$ cat src/rtl/lcd_pkg.sv
// Shared definitions for the LCD write arbiter: FSM encoding, default
// bus timing, counter width and the HD44780 slow-command codes.
package lcd_pkg;

  typedef enum logic [2:0] {
    ST_IDLE,
    ST_SETUP,
    ST_PULSE,
    ST_HOLD,
    ST_WAIT,
    ST_DONE
  } lcd_state_e;

  localparam int DEF_SETUP_CYC = 2;
  localparam int DEF_E_CYC     = 12;
  localparam int DEF_HOLD_CYC  = 2;
  localparam int DEF_GAP_CYC   = 2000;
  localparam int DEF_CLEAR_CYC = 82000;

  localparam int CNT_W = 18;
  typedef logic [CNT_W-1:0] cnt_t;

  localparam logic [7:0] CMD_CLEAR = 8'h01;
  localparam logic [7:0] CMD_HOME  = 8'h02;

  // A phase of N cycles loads the down-counter with N-1; zero behaves like one.
  function automatic cnt_t cycLoad(input int cyc);
    if (cyc <= 1) begin
      return '0;
    end
    return cnt_t'(cyc - 1);
  endfunction

endpackage

$ cat src/rtl/rr_arbiter3.sv
// Three-way round-robin pick: the search starts at ptr_i and wraps, giving a
// one-hot grant plus the binary index of the winner. Purely combinational.
module rr_arbiter3 (
  input  logic [2:0] req_i,
  input  logic [1:0] ptr_i,
  output logic [2:0] gnt_o,
  output logic [1:0] idx_o
);

  // Walk the requesters in rotated priority order starting at the pointer.
  always_comb begin
    gnt_o = '0;
    idx_o = '0;
    case (ptr_i)
      2'd1: begin
        if (req_i[1])      begin gnt_o = 3'b010; idx_o = 2'd1; end
        else if (req_i[2]) begin gnt_o = 3'b100; idx_o = 2'd2; end
        else if (req_i[0]) begin gnt_o = 3'b001; idx_o = 2'd0; end
      end
      2'd2: begin
        if (req_i[2])      begin gnt_o = 3'b100; idx_o = 2'd2; end
        else if (req_i[0]) begin gnt_o = 3'b001; idx_o = 2'd0; end
        else if (req_i[1]) begin gnt_o = 3'b010; idx_o = 2'd1; end
      end
      default: begin
        if (req_i[0])      begin gnt_o = 3'b001; idx_o = 2'd0; end
        else if (req_i[1]) begin gnt_o = 3'b010; idx_o = 2'd1; end
        else if (req_i[2]) begin gnt_o = 3'b100; idx_o = 2'd2; end
      end
    endcase
  end

endmodule

$ cat src/rtl/lcd_arbiter.sv
// LCD write arbiter: shares one character LCD between three requesters.
// The winner's byte is latched, then one write cycle is sequenced
// (setup, enable pulse, hold, settle) before done pulses back to it.
module lcd_arbiter
  import lcd_pkg::*;
#(
  parameter int SETUP_CYC = DEF_SETUP_CYC,
  parameter int E_CYC     = DEF_E_CYC,
  parameter int HOLD_CYC  = DEF_HOLD_CYC,
  parameter int GAP_CYC   = DEF_GAP_CYC,
  parameter int CLEAR_CYC = DEF_CLEAR_CYC
) (
  input  logic        clk,
  input  logic        rst,
  input  logic [2:0]  req,
  input  logic [23:0] req_data,
  input  logic [2:0]  req_rs,
  output logic [2:0]  grant,
  output logic [2:0]  done,
  output logic        busy,
  output logic        lcd_rs,
  output logic        lcd_rw,
  output logic        lcd_e,
  output logic [7:0]  lcd_data
);

  localparam cnt_t SETUP_LD = cycLoad(SETUP_CYC);
  localparam cnt_t E_LD     = cycLoad(E_CYC);
  localparam cnt_t HOLD_LD  = cycLoad(HOLD_CYC);
  localparam cnt_t GAP_LD   = cycLoad(GAP_CYC);
  localparam cnt_t CLEAR_LD = cycLoad(CLEAR_CYC);

  lcd_state_e state_q, state_d;
  cnt_t       cnt_q, cnt_d;
  logic [2:0] grant_q, grant_d;
  logic [1:0] ptr_q, ptr_d;
  logic [7:0] byte_q, byte_d;
  logic       rs_q, rs_d;

  logic [2:0] winGnt;
  logic [1:0] winIdx;
  logic [7:0] winData;
  logic       winRs;
  logic       isSlow;
  logic       onBus;

  rr_arbiter3 uArb (
    .req_i (req),
    .ptr_i (ptr_q),
    .gnt_o (winGnt),
    .idx_o (winIdx)
  );

  // Route the winning requester's byte and register select to the latch.
  always_comb begin
    winData = req_data[7:0];
    winRs   = req_rs[0];
    case (winIdx)
      2'd1:    begin winData = req_data[15:8];  winRs = req_rs[1]; end
      2'd2:    begin winData = req_data[23:16]; winRs = req_rs[2]; end
      default: begin winData = req_data[7:0];   winRs = req_rs[0]; end
    endcase
  end

  assign isSlow = !rs_q && ((byte_q == CMD_CLEAR) || (byte_q == CMD_HOME));

  // State, counter, pointer and latched write; reset also kills a write in flight.
  always_ff @(posedge clk) begin
    if (!rst) begin
      state_q <= ST_IDLE;
      cnt_q   <= '0;
      grant_q <= '0;
      ptr_q   <= '0;
      byte_q  <= '0;
      rs_q    <= 1'b0;
    end else begin
      state_q <= state_d;
      cnt_q   <= cnt_d;
      grant_q <= grant_d;
      ptr_q   <= ptr_d;
      byte_q  <= byte_d;
      rs_q    <= rs_d;
    end
  end

  // Next-state logic: each timed phase counts down to zero, then advances.
  always_comb begin
    state_d = state_q;
    cnt_d   = cnt_q;
    grant_d = grant_q;
    ptr_d   = ptr_q;
    byte_d  = byte_q;
    rs_d    = rs_q;
    case (state_q)
      ST_IDLE: begin
        if (req != 3'b000) begin
          byte_d  = winData;
          rs_d    = winRs;
          grant_d = winGnt;
          ptr_d   = (winIdx == 2'd2) ? 2'd0 : winIdx + 2'd1;
          cnt_d   = SETUP_LD;
          state_d = ST_SETUP;
        end
      end
      ST_SETUP: begin
        if (cnt_q == '0) begin
          cnt_d   = E_LD;
          state_d = ST_PULSE;
        end else begin
          cnt_d = cnt_q - 1'b1;
        end
      end
      ST_PULSE: begin
        if (cnt_q == '0) begin
          cnt_d   = HOLD_LD;
          state_d = ST_HOLD;
        end else begin
          cnt_d = cnt_q - 1'b1;
        end
      end
      ST_HOLD: begin
        if (cnt_q == '0) begin
          cnt_d   = isSlow ? CLEAR_LD : GAP_LD;
          state_d = ST_WAIT;
        end else begin
          cnt_d = cnt_q - 1'b1;
        end
      end
      ST_WAIT: begin
        if (cnt_q == '0) begin
          state_d = ST_DONE;
        end else begin
          cnt_d = cnt_q - 1'b1;
        end
      end
      ST_DONE: begin
        grant_d = '0;
        byte_d  = '0;
        rs_d    = 1'b0;
        cnt_d   = '0;
        state_d = ST_IDLE;
      end
      default: begin
        state_d = ST_IDLE;
      end
    endcase
  end

  // Pin and handshake outputs decode directly from state so reset clears them at once.
  always_comb begin
    onBus    = (state_q == ST_SETUP) || (state_q == ST_PULSE) ||
               (state_q == ST_HOLD)  || (state_q == ST_WAIT);
    busy     = (state_q != ST_IDLE);
    lcd_e    = (state_q == ST_PULSE);
    lcd_rw   = 1'b0;
    lcd_rs   = onBus ? rs_q : 1'b0;
    lcd_data = onBus ? byte_q : 8'h00;
    grant    = grant_q;
    done     = (state_q == ST_DONE) ? grant_q : 3'b000;
  end

endmodule

$ cat config.mk
export PLATFORM = sky130hd
export DESIGN_NAME = lcd_arbiter
export DESIGN_NICKNAME = d
export VERILOG_FILES = /design/src/rtl/lcd_pkg.sv /design/src/rtl/rr_arbiter3.sv /design/src/rtl/lcd_arbiter.sv
export SDC_FILE = /design/constraint.sdc
export NUM_CORES = 1
export LEC_CHECK = 0
export CORE_MARGIN = 5
export CORE_UTILIZATION = 35
export CTS_CLUSTER_DIAMETER = 50
export CTS_CLUSTER_SIZE = 14
export DETAILED_ROUTE_END_ITERATION = 8
export PLACE_DENSITY = 0.67
export REMOVE_ABC_BUFFERS = 1
export SLEW_MARGIN = 20
export SYNTH_ARGS = -nofsm -noshare
export SYNTH_HDL_FRONTEND = slang
export SYNTH_SLANG_ARGS = --single-unit
$ cat constraint.sdc
create_clock -name clk -period 5.8 [get_ports clk]
set_clock_uncertainty 0.1 [all_clocks]
set_input_delay 1.16 -clock clk [delete_from_list [all_inputs] [get_ports clk]]
set_output_delay 1.16 -clock clk [all_outputs]
set_load 0.1 [all_outputs]
==> results of run 1 <==
flip-flops by register name (all words and copies together), names as in the netlist:
name     count
rs_q         1
cnt_q       18
state_q      3
byte_q       8
ptr_q        2
grant        3
metal layers:
metal	wire length [um]	global-route usage, %	vias up
li1	-	-	1231
met1	2790	17.8	1092
met2	2970	25.6	81
met3	439	4.75	7
met4	77	4.52	0
met5	0	0	-
stage by stage:
step / power (W) / util [%]
floorplan: 0.00138 / -
global placement: 0.00166 / 43.2
detailed placement: 0.00167 / 43.2
CTS: 0.00185 / 44.4
global route: 0.00201 / 44.4
finish: 0.00185 / 44.4
cell type report:
class / instances / area (um^2)
Clock buffer: 7 / 76.3
Clock inverter: 1 / 5.00
Multi-Input combinational cell: 244 / 1560
Fill cell: 707 / 3780
Tap cell: 96 / 120
Sequential cell: 35 / 701
Inverter: 17 / 63.8
Timing Repair Buffer: 49 / 488
critical path: cells and delay by family (launching register included):
family | cells | cell delay (ns)
xor+xnor | 1 | 0.74
simple gates | 2 | 0.40
buf+inv | 1 | 1.14
flops | 1 | 0.49
logic make-up after synthesis:
family                   after synthesis
buffers and inverters                 38
adder cells (fa/ha/maj)                8
AO/OA/AOI/OAI                         96
XOR/XNOR                               7
other                                  1
AND/OR/NAND/NOR                      130
flip-flops                            35
multiplexers                           2
worst max path at each step:
stage                    start  slack, ns  cells after the start          end
floorplan             grant[0]       2.21                      2      done[0]
global placement    state_q[1]       1.82                      4  lcd_data[2]
detailed placement  state_q[1]       1.75                      4  lcd_data[7]
CTS                 state_q[1]       1.40                      4  lcd_data[7]
global route        state_q[1]       1.21                      4  lcd_data[2]
finish              state_q[1]       1.46                      4  lcd_data[6]
power breakdown:
| group | leakage, nW | switching (W) | total, W | internal, W |
|---|---|---|---|---|
| combinational | 0.763 | 0.000825 | 0.00125 | 0.000421 |
| clock | 0.0422 | 0.0000909 | 0.000175 | 0.0000843 |
| sequential | 0.287 | 0.0000997 | 0.000429 | 0.000329 |
cell usage in the layout, fill, tap and decap left out, types with 3 or more instances in the layout:
| cell | count |
|---|---|
| nand2b_1 | 5 |
| and2_1 | 11 |
| a22oi_1 | 9 |
| nor4_1 | 4 |
| clkbuf_8 | 5 |
| ha_1 | 8 |
| or4_1 | 5 |
| nand3_1 | 26 |
| inv_1 | 17 |
| nand2_1 | 24 |
| and3_1 | 5 |
| a31oi_1 | 7 |
| o31ai_1 | 5 |
| or3_1 | 6 |
| a21oi_1 | 24 |
| a311oi_1 | 3 |
| o211ai_1 | 6 |
| nor2_1 | 20 |
| xnor2_1 | 5 |
| nor3_2 | 3 |
| o31a_1 | 5 |
| dfxtp_1 | 35 |
| o21ai_0 | 17 |
| nor3_1 | 6 |
| clkdlybuf4s50_1 | 48 |
==> impl_metrics.toml, run 1 <==
[run_status]
status = "complete, no violations"

[place]
io_buffers = 48
pre_cts_slack_ns = 1.75
gp_congestion = 0.842
placedInstanceArea_mm2 = 0.00293
dp_cells = 441
hpwl_um = 4620

[setup_path]
worstSetupEndpointType = "output port"
timing.rr.start = "ptr_q[0]"
cp_cell_sequence = "nor2_1, xnor2_1, and2_1, clkdlybuf4s50_1"
cp_slowest_stage_delay_ns = 1.14
slowest_stage = "clkdlybuf4s50_1"
crit_path_max_fanout = 13
r2r-end = "byte_q[4]"
crit_type = "flop to output port"
r2r_cells = 9
rrSetupSlack_ns = 3.14
start_kind = "flop"
arrival_ns = 3.08
required_ns = 4.54

[synth]
synth_ff_type = "dfxtp_1"
synth_common_cells = "35 x dfxtp_1, 26 x nand3_1, 24 x a21oi_1, 24 x nand2_1, 20 x nor2_1"
synth_compound_area_share_pct = 26.8
synth.top_cell.area_share_pct = 28.8
yosysTopAreaCell = "dfxtp_1"
synth_top_family_by_area = "simple AND/OR/NAND/NOR gates"
async_flop_share_pct = 0
synthAdderAreaFrac_pct = 4.11
synth.most_common_cell = "dfxtp_1"
synth_warnings = 0
synth_edf_count = 0
synthXorXnorAreaFrac_pct = 2.52
synth_seq_cells = 35
netlist_area_mm2 = 0.00243
synth_simple_gate_area_share_pct = 29.8
ys_types = 57
synth_top_cells_by_area = "dfxtp_1 29%, nand3_1 5.3%, a21oi_1 4.9%, ha_1 4.1%, nand2_1 3.7%"
synthMuxAreaShare_pct = 0.822
synth.avg_cell_area_um2 = 7.68
netlist_instances = 317
seq_area_frac_synth_pct = 28.8

[die]
die_h_um = 93.4
initial_utilization_pct = 35.8
fp.dieArea_mm2 = 0.00872
die_w_um = 93.4
core.rowCount = 30
pin_count = 50
core_area_mm2 = 0.00679

[clock_tree]
cts.path.max_buffers = 2
cts-root-buf = "clkbuf_8"
cts_tree = "yes"
clkSlewWorstSetupHoldPaths_ns = 0.07
holdBufCountCts = 0
htree_levels = 2
post_cts_buffers = 0
cts_resized = 0
cts_buffers = 5
clock_latency_ns = 0.29
clkSinkCount = 35

[run]
drv_cap = 0

[sta]
period_share_pct = 74.8
fmax_ghz = 0.230
worst_slew_pin_slew_ns = 0.995
slew_headroom_pct = 33.4
whs_ns = 0.381
grt_setup_unrepaired = "false"
finalHoldViolCount = 0
setup_viol = 0
worst_slack_ns = 1.46
maxSlewViolCount = 0
min_period_ns = 4.34
setup_tns_ns = 0

[finish]
antenna_cells = 0
stdcell_count = 449
area_growth_pct = 23.8
drive_gt1_share_pct = 5.95
nNetsFinal = 392
finalInstanceArea_mm2 = 0.00302

[drt]
vias = 2411
antenna_left = 0
remaining_drc_errors = 0
firstDrtPassIters = 4
wl_um = 6280
drt-initial-drc-count = 218
wl_per_cell_um = 14.0
vias_per_cell = 5.37

[min_path]
hp-start = "byte_q[3]"
hold_depth = 2
min_to = "byte_q[3]"
hold_class = "flop to flop"

[power_and_ir_drop]
irDropWorstVdd_mv = 0.305
p_leak_nw = 1.09
power.density_mw_per_mm2 = 613

[global_routing]
grt_util_all_layers_pct = 15.0
grt_overflow_total = 0
antenna_found_initial = 0
grt_pass1_vias = 2379
grt_max_degree = 26
grt_pass1_wl_um = 10700
No activity file was read; power rests on OpenSTA's default activity.
==> run 2, diff against run 1 <==
--- a/config.mk
+++ b/config.mk
@@ -10,7 +10,7 @@
 export CTS_CLUSTER_DIAMETER = 50
 export CTS_CLUSTER_SIZE = 14
 export DETAILED_ROUTE_END_ITERATION = 8
-export PLACE_DENSITY = 0.67
+export PLACE_DENSITY = 0.69
 export REMOVE_ABC_BUFFERS = 1
 export SLEW_MARGIN = 20
 export SYNTH_ARGS = -nofsm -noshare
==> constraint.sdc (replaced) <==
create_clock -name clk -period 3.7 [get_ports clk]
set_clock_uncertainty 0.1 [all_clocks]
set_input_delay 0.74 -clock clk [delete_from_list [all_inputs] [get_ports clk]]
set_output_delay 0.74 -clock clk [all_outputs]
set_load 0.1 [all_outputs]
==> run 2 against run 1 <==
  * Count of clock-buffer cells in the layout shrank 2
  * Critical path depth fell by 1
  * Final area increased by 0.62%
  * Final cell count rose by 0.67%
  * Critical path type unchanged
  * Largest cell class unchanged
==> impl_metrics.toml, run 2 (synthesis results as in run 1) <==
[min_path]
hp-start = "grant[0]"
hold_depth = 2
hold_class = "flop to flop"
min_to = "grant[0]"

[clock_tree]
holdBufCountCts = 0
clkSlewWorstSetupHoldPaths_ns = 0.07
post_cts_buffers = 0
cts_buffers = 5
cts-root-buf = "clkbuf_8"
htree_levels = 2
clock_latency_ns = 0.29
cts_tree = "yes"
clkSinkCount = 35
cts_resized = 0
cts.path.max_buffers = 2

[drt]
wl_um = 6110
wl_per_cell_um = 13.5
vias_per_cell = 5.38
vias = 2434
drt-initial-drc-count = 168
remaining_drc_errors = 0
firstDrtPassIters = 4
antenna_left = 0

[sta]
whs_ns = 0.374
setup_tns_ns = 0
setup_viol = 0
worst_slack_ns = 0.745
min_period_ns = 2.95
grt_setup_unrepaired = "false"
finalHoldViolCount = 0
fmax_ghz = 0.338
slew_headroom_pct = 34.6
period_share_pct = 79.9
maxSlewViolCount = 0
worst_slew_pin_slew_ns = 0.978

[power_and_ir_drop]
p_leak_nw = 1.15
power.density_mw_per_mm2 = 981
irDropWorstVdd_mv = 0.732
p_switching_w = 0.00160
swShare_pct = 53.8
clock_power_share_pct = 11.8
power.internal_w = 0.00138
seqPwrFrac_pct = 22.5
p_total_w = 0.00298
p_comb_share_pct = 65.7

[setup_path]
worstSetupEndpointType = "output port"
crit_type = "flop to output port"
start_kind = "flop"
rrSetupSlack_ns = 1.11
r2r-end = "rs_q"
critical_path_buf_inv_count = 1
timing.rr.start = "ptr_q[0]"
r2r_cells = 10
crit_path_max_fanout = 18
path_delay_family = "simple AND/OR/NAND/NOR gates"
cp_cell_sequence = "nand3_1, nor2_1, buf_4"
slowest_stage = "dfxtp_1"
cp_slowest_stage_delay_ns = 0.70
arrival_ns = 2.11
required_ns = 2.86

[die]
core_area_mm2 = 0.00679
fp.dieArea_mm2 = 0.00872
die_h_um = 93.4
pin_count = 50
initial_utilization_pct = 35.8
die_w_um = 93.4
core.rowCount = 30

[place]
hpwl_um = 4670
pre_cts_slack_ns = 0.575
gp_congestion = 0.836
io_buffers = 48

[finish]
area_growth_pct = 24.6
register_area_um2 = 701
regMostFlops = "cnt_q"
antenna_cells = 0
final_common_cell = "dfxtp_1"
largest_reg_flops = 18
reg_top3 = "cnt_q: 18 flops, byte_q: 8 flops"
layout_common_cells = "35 x dfxtp_1, 34 x clkdlybuf4s50_1, 26 x nand3_1"
multi_input_area_mm2 = 0.00156
nNetsFinal = 395
nFillCells = 679
drive_gt1_share_pct = 11.2

[global_routing]
grt_pass1_vias = 2374
grt_pass1_wl_um = 10500
grt_overflow_total = 0
grt_util_all_layers_pct = 14.4
grt_max_degree = 19
antenna_found_initial = 0

[run_status]
status = "complete, no violations"

[run]
drv_cap = 0
==> run 2: how the worst max path moves through the flow <==
stage / startpoint / to / slack, ns / cells past startpoint
after floorplan: grant[0] / done[0] / 0.53 / 2
after global placement: req[0] / byte_q[1] / 0.67 / 9
after detailed placement: req[0] / byte_q[7] / 0.57 / 9
after CTS: state_q[2] / done[2] / 0.72 / 3
after global routing: state_q[2] / done[1] / 0.51 / 3
final: state_q[2] / done[2] / 0.75 / 3
==> run 2: area by class of cell <==
type / count / share of cell area [%]
inverters: 17 / 2.10
clock inverters: 3 / 1.44
well taps: 96 / 3.96
flip-flops and latches: 35 / 23.1
multi-input cells: 244 / 51.5
repair buffers: 52 / 15.7
clock buffers: 5 / 2.27
==> run 2: power groups by stage <==
stage          registers, W  logic [W]  clock network (W)
2_1_floorplan      0.000696    0.00147                  0
3_3_place_gp       0.000671    0.00192                  0
3_5_place_dp       0.000677    0.00194                  0
4_1_cts            0.000669    0.00195           0.000358
5_1_grt            0.000698    0.00215           0.000376
6_report           0.000671    0.00196           0.000351
==> run 2: routing by layer <==
metal  share of wire, %  track usage, %
met5                  0               0
met4                1.5            5.37
met3                7.0            4.67
met2                 46            23.6
met1                 45            17.5
==> run 2: worst min-delay path: stages, from the launching register on <==
cell	delay, ns
dfxtp_1	0.32
nand2_1	0.06
a21oi_1	0.06
==> run 2: metrics by stage <==
stage | instances | utilization [%] | area [um^2]
after floorplan | 296 | - | 2330
after global placement | 444 | 43.0 | 2920
after detailed placement | 444 | 43.0 | 2920
after CTS | 452 | 44.7 | 3030
after global routing | 452 | 44.7 | 3030
final | 452 | 44.7 | 3030
==> run 3, diff against run 2 <==
--- a/config.mk
+++ b/config.mk
@@ -10,7 +10,7 @@
 export CTS_CLUSTER_DIAMETER = 50
 export CTS_CLUSTER_SIZE = 14
 export DETAILED_ROUTE_END_ITERATION = 8
-export PLACE_DENSITY = 0.69
+export PLACE_DENSITY = 0.67
 export REMOVE_ABC_BUFFERS = 1
 export SLEW_MARGIN = 20
 export SYNTH_ARGS = -nofsm -noshare
==> constraint.sdc (replaced) <==
create_clock -name clk -period 2.85 [get_ports clk]
set_clock_uncertainty 0.1 [all_clocks]
set_input_delay 0.57 -clock clk [delete_from_list [all_inputs] [get_ports clk]]
set_output_delay 0.57 -clock clk [all_outputs]
set_load 0.1 [all_outputs]
==> run 3 against run 2 <==
  * Final area grew 6.1%
  * Total power grew 33%
  * Utilization grew 2.7 points
  * Wire length grew 3.1%
  * Via count grew 1.2%
  * Sequential cell count is the same
  * Critical path depth grew 7
  * Setup slack lost 0.44 ns
  * Global-route usage grew 0.64 points
  * Sequential share of layout area shrank 1.3 points
  * First-iteration DRC count shrank 27%
==> impl_metrics.toml, run 3 (synthesis results as in run 1) <==
[die]
die_h_um = 93.4
fp.dieArea_mm2 = 0.00872
core.rowCount = 30
initial_utilization_pct = 35.8
core_area_mm2 = 0.00679
die_w_um = 93.4
pin_count = 50

[sta]
worst_slew_pin_slew_ns = 0.568
period_share_pct = 89.2
setup_viol = 0
finalHoldViolCount = 0
maxSlewViolCount = 0
min_period_ns = 2.54
fmax_ghz = 0.393
worst_slack_ns = 0.309
slew_headroom_pct = 61.8
setup_tns_ns = 0
grt_setup_unrepaired = "false"

[drt]
vias = 2464
antenna_left = 0
wl_um = 6290
remaining_drc_errors = 0
drt-initial-drc-count = 122
wl_per_cell_um = 13.7
firstDrtPassIters = 4
vias_per_cell = 5.38

[finish]
nNetsFinal = 401
final_common_cell = "dfxtp_1"
reg_top3 = "cnt_q: 18 flops, byte_q: 8 flops"
antenna_cells = 0
layout_common_cells = "35 x dfxtp_1, 31 x clkdlybuf4s50_1, 26 x nand3_1"
drive_gt1_share_pct = 13.8
area_growth_pct = 32.3
largest_reg_flops = 18
regMostFlops = "cnt_q"

[place]
pre_cts_slack_ns = -0.0635
io_buffers = 48
gp_congestion = 0.813
hpwl_um = 4840

[clock_tree]
cts.path.max_buffers = 2
clkSinkCount = 35
clkSlewWorstSetupHoldPaths_ns = 0.08
cts_tree = "yes"
cts-root-buf = "clkbuf_8"
cts_buffers = 5
post_cts_buffers = 0
htree_levels = 2
clock_latency_ns = 0.29

[setup_path]
rrSetupSlack_ns = 0.34
crit_type = "input pin to flop"
start_kind = "input pin"
worstSetupEndpointType = "flop"
arrival_ns = 2.63
crit_path_max_fanout = 9
r2r_cells = 10
required_ns = 2.94

[power_and_ir_drop]
power.density_mw_per_mm2 = 1230
irDropWorstVdd_mv = 0.837
swShare_pct = 53.2
clock_power_share_pct = 10.5
p_leak_nw = 1.22
p_comb_share_pct = 67.9
power.internal_w = 0.00185
p_switching_w = 0.00211
seqPwrFrac_pct = 21.6

[min_path]
hold_class = "flop to flop"
hold_depth = 2

[global_routing]
grt_max_degree = 19
grt_util_all_layers_pct = 15.0
grt_overflow_total = 0
grt_pass1_vias = 2394
antenna_found_initial = 0
grt_pass1_wl_um = 10800

[run]
drv_cap = 0

[run_status]
status = "complete, no violations"
-- run 3: area by class of cell --
class	instances	area, um^2
Clock buffer	7	96.3
Tap cell	96	120
Fill cell	656	3570
Inverter	17	63.8
Multi-Input combinational cell	244	1570
Clock inverter	1	7.51
Timing Repair Buffer	58	663
Sequential cell	35	701
-- run 3: worst paths after layout --
check | end | start
hold / removal | byte_q[3] | byte_q[3]
setup reg to reg | byte_q[2] | ptr_q[0]
setup / recovery | byte_q[2] | req[2]
hold reg to reg | byte_q[3] | byte_q[3]
-- run 3: power by group through the flow --
stage / sequential, W / clock, W / combinational (W)
6_report: 0.000857 / 0.000414 / 0.00269
5_1_grt: 0.000885 / 0.000444 / 0.00294
4_1_cts: 0.000853 / 0.000421 / 0.00268
3_5_place_dp: 0.000861 / 0 / 0.00267
3_3_place_gp: 0.000854 / 0 / 0.00263
2_1_floorplan: 0.000904 / 0 / 0.00191
-- run 3: layer usage --
| metal | share of wire (%) | wire length, um | GRT usage (%) | vias up |
|---|---|---|---|---|
| li1 | - | - | - | 1247 |
| met1 | 43 | 2740 | 17.7 | 1134 |
| met2 | 47 | 2970 | 25.6 | 74 |
| met3 | 8.1 | 512 | 5.15 | 9 |
| met4 | 1.2 | 73 | 4.76 | 0 |
| met5 | 0 | 0 | 0 | - |
-- run 3: metrics by stage --
step | hold WS, ns | cell area (um^2) | util, % | total power, W | cells
2_1_floorplan | 0.351 | 2330 | - | 0.00281 | 296
3_3_place_gp | 0.365 | 3110 | 45.8 | 0.00348 | 450
3_5_place_dp | 0.370 | 3110 | 45.8 | 0.00353 | 450
4_1_cts | 0.383 | 3210 | 47.3 | 0.00396 | 458
5_1_grt | 0.405 | 3220 | 47.4 | 0.00427 | 458
6_report | 0.376 | 3220 | 47.4 | 0.00396 | 458
-- run 3: critical path: stages --
cell             delay, ns
clkdlybuf4s50_1       0.47
nor2b_1               0.14
o21bai_1              0.07
a21boi_0              0.45
inv_1                 0.13
ha_1                  0.33
a22oi_1               0.21
o21ai_0               0.10
nand3_1               0.11
a21oi_1               0.06
-- run 3: repair_timing --
action | in CTS | in global routing
hold buffers | 0 | 0
setup endpoints to repair | 0 | 5
resized for setup | 0 | 2
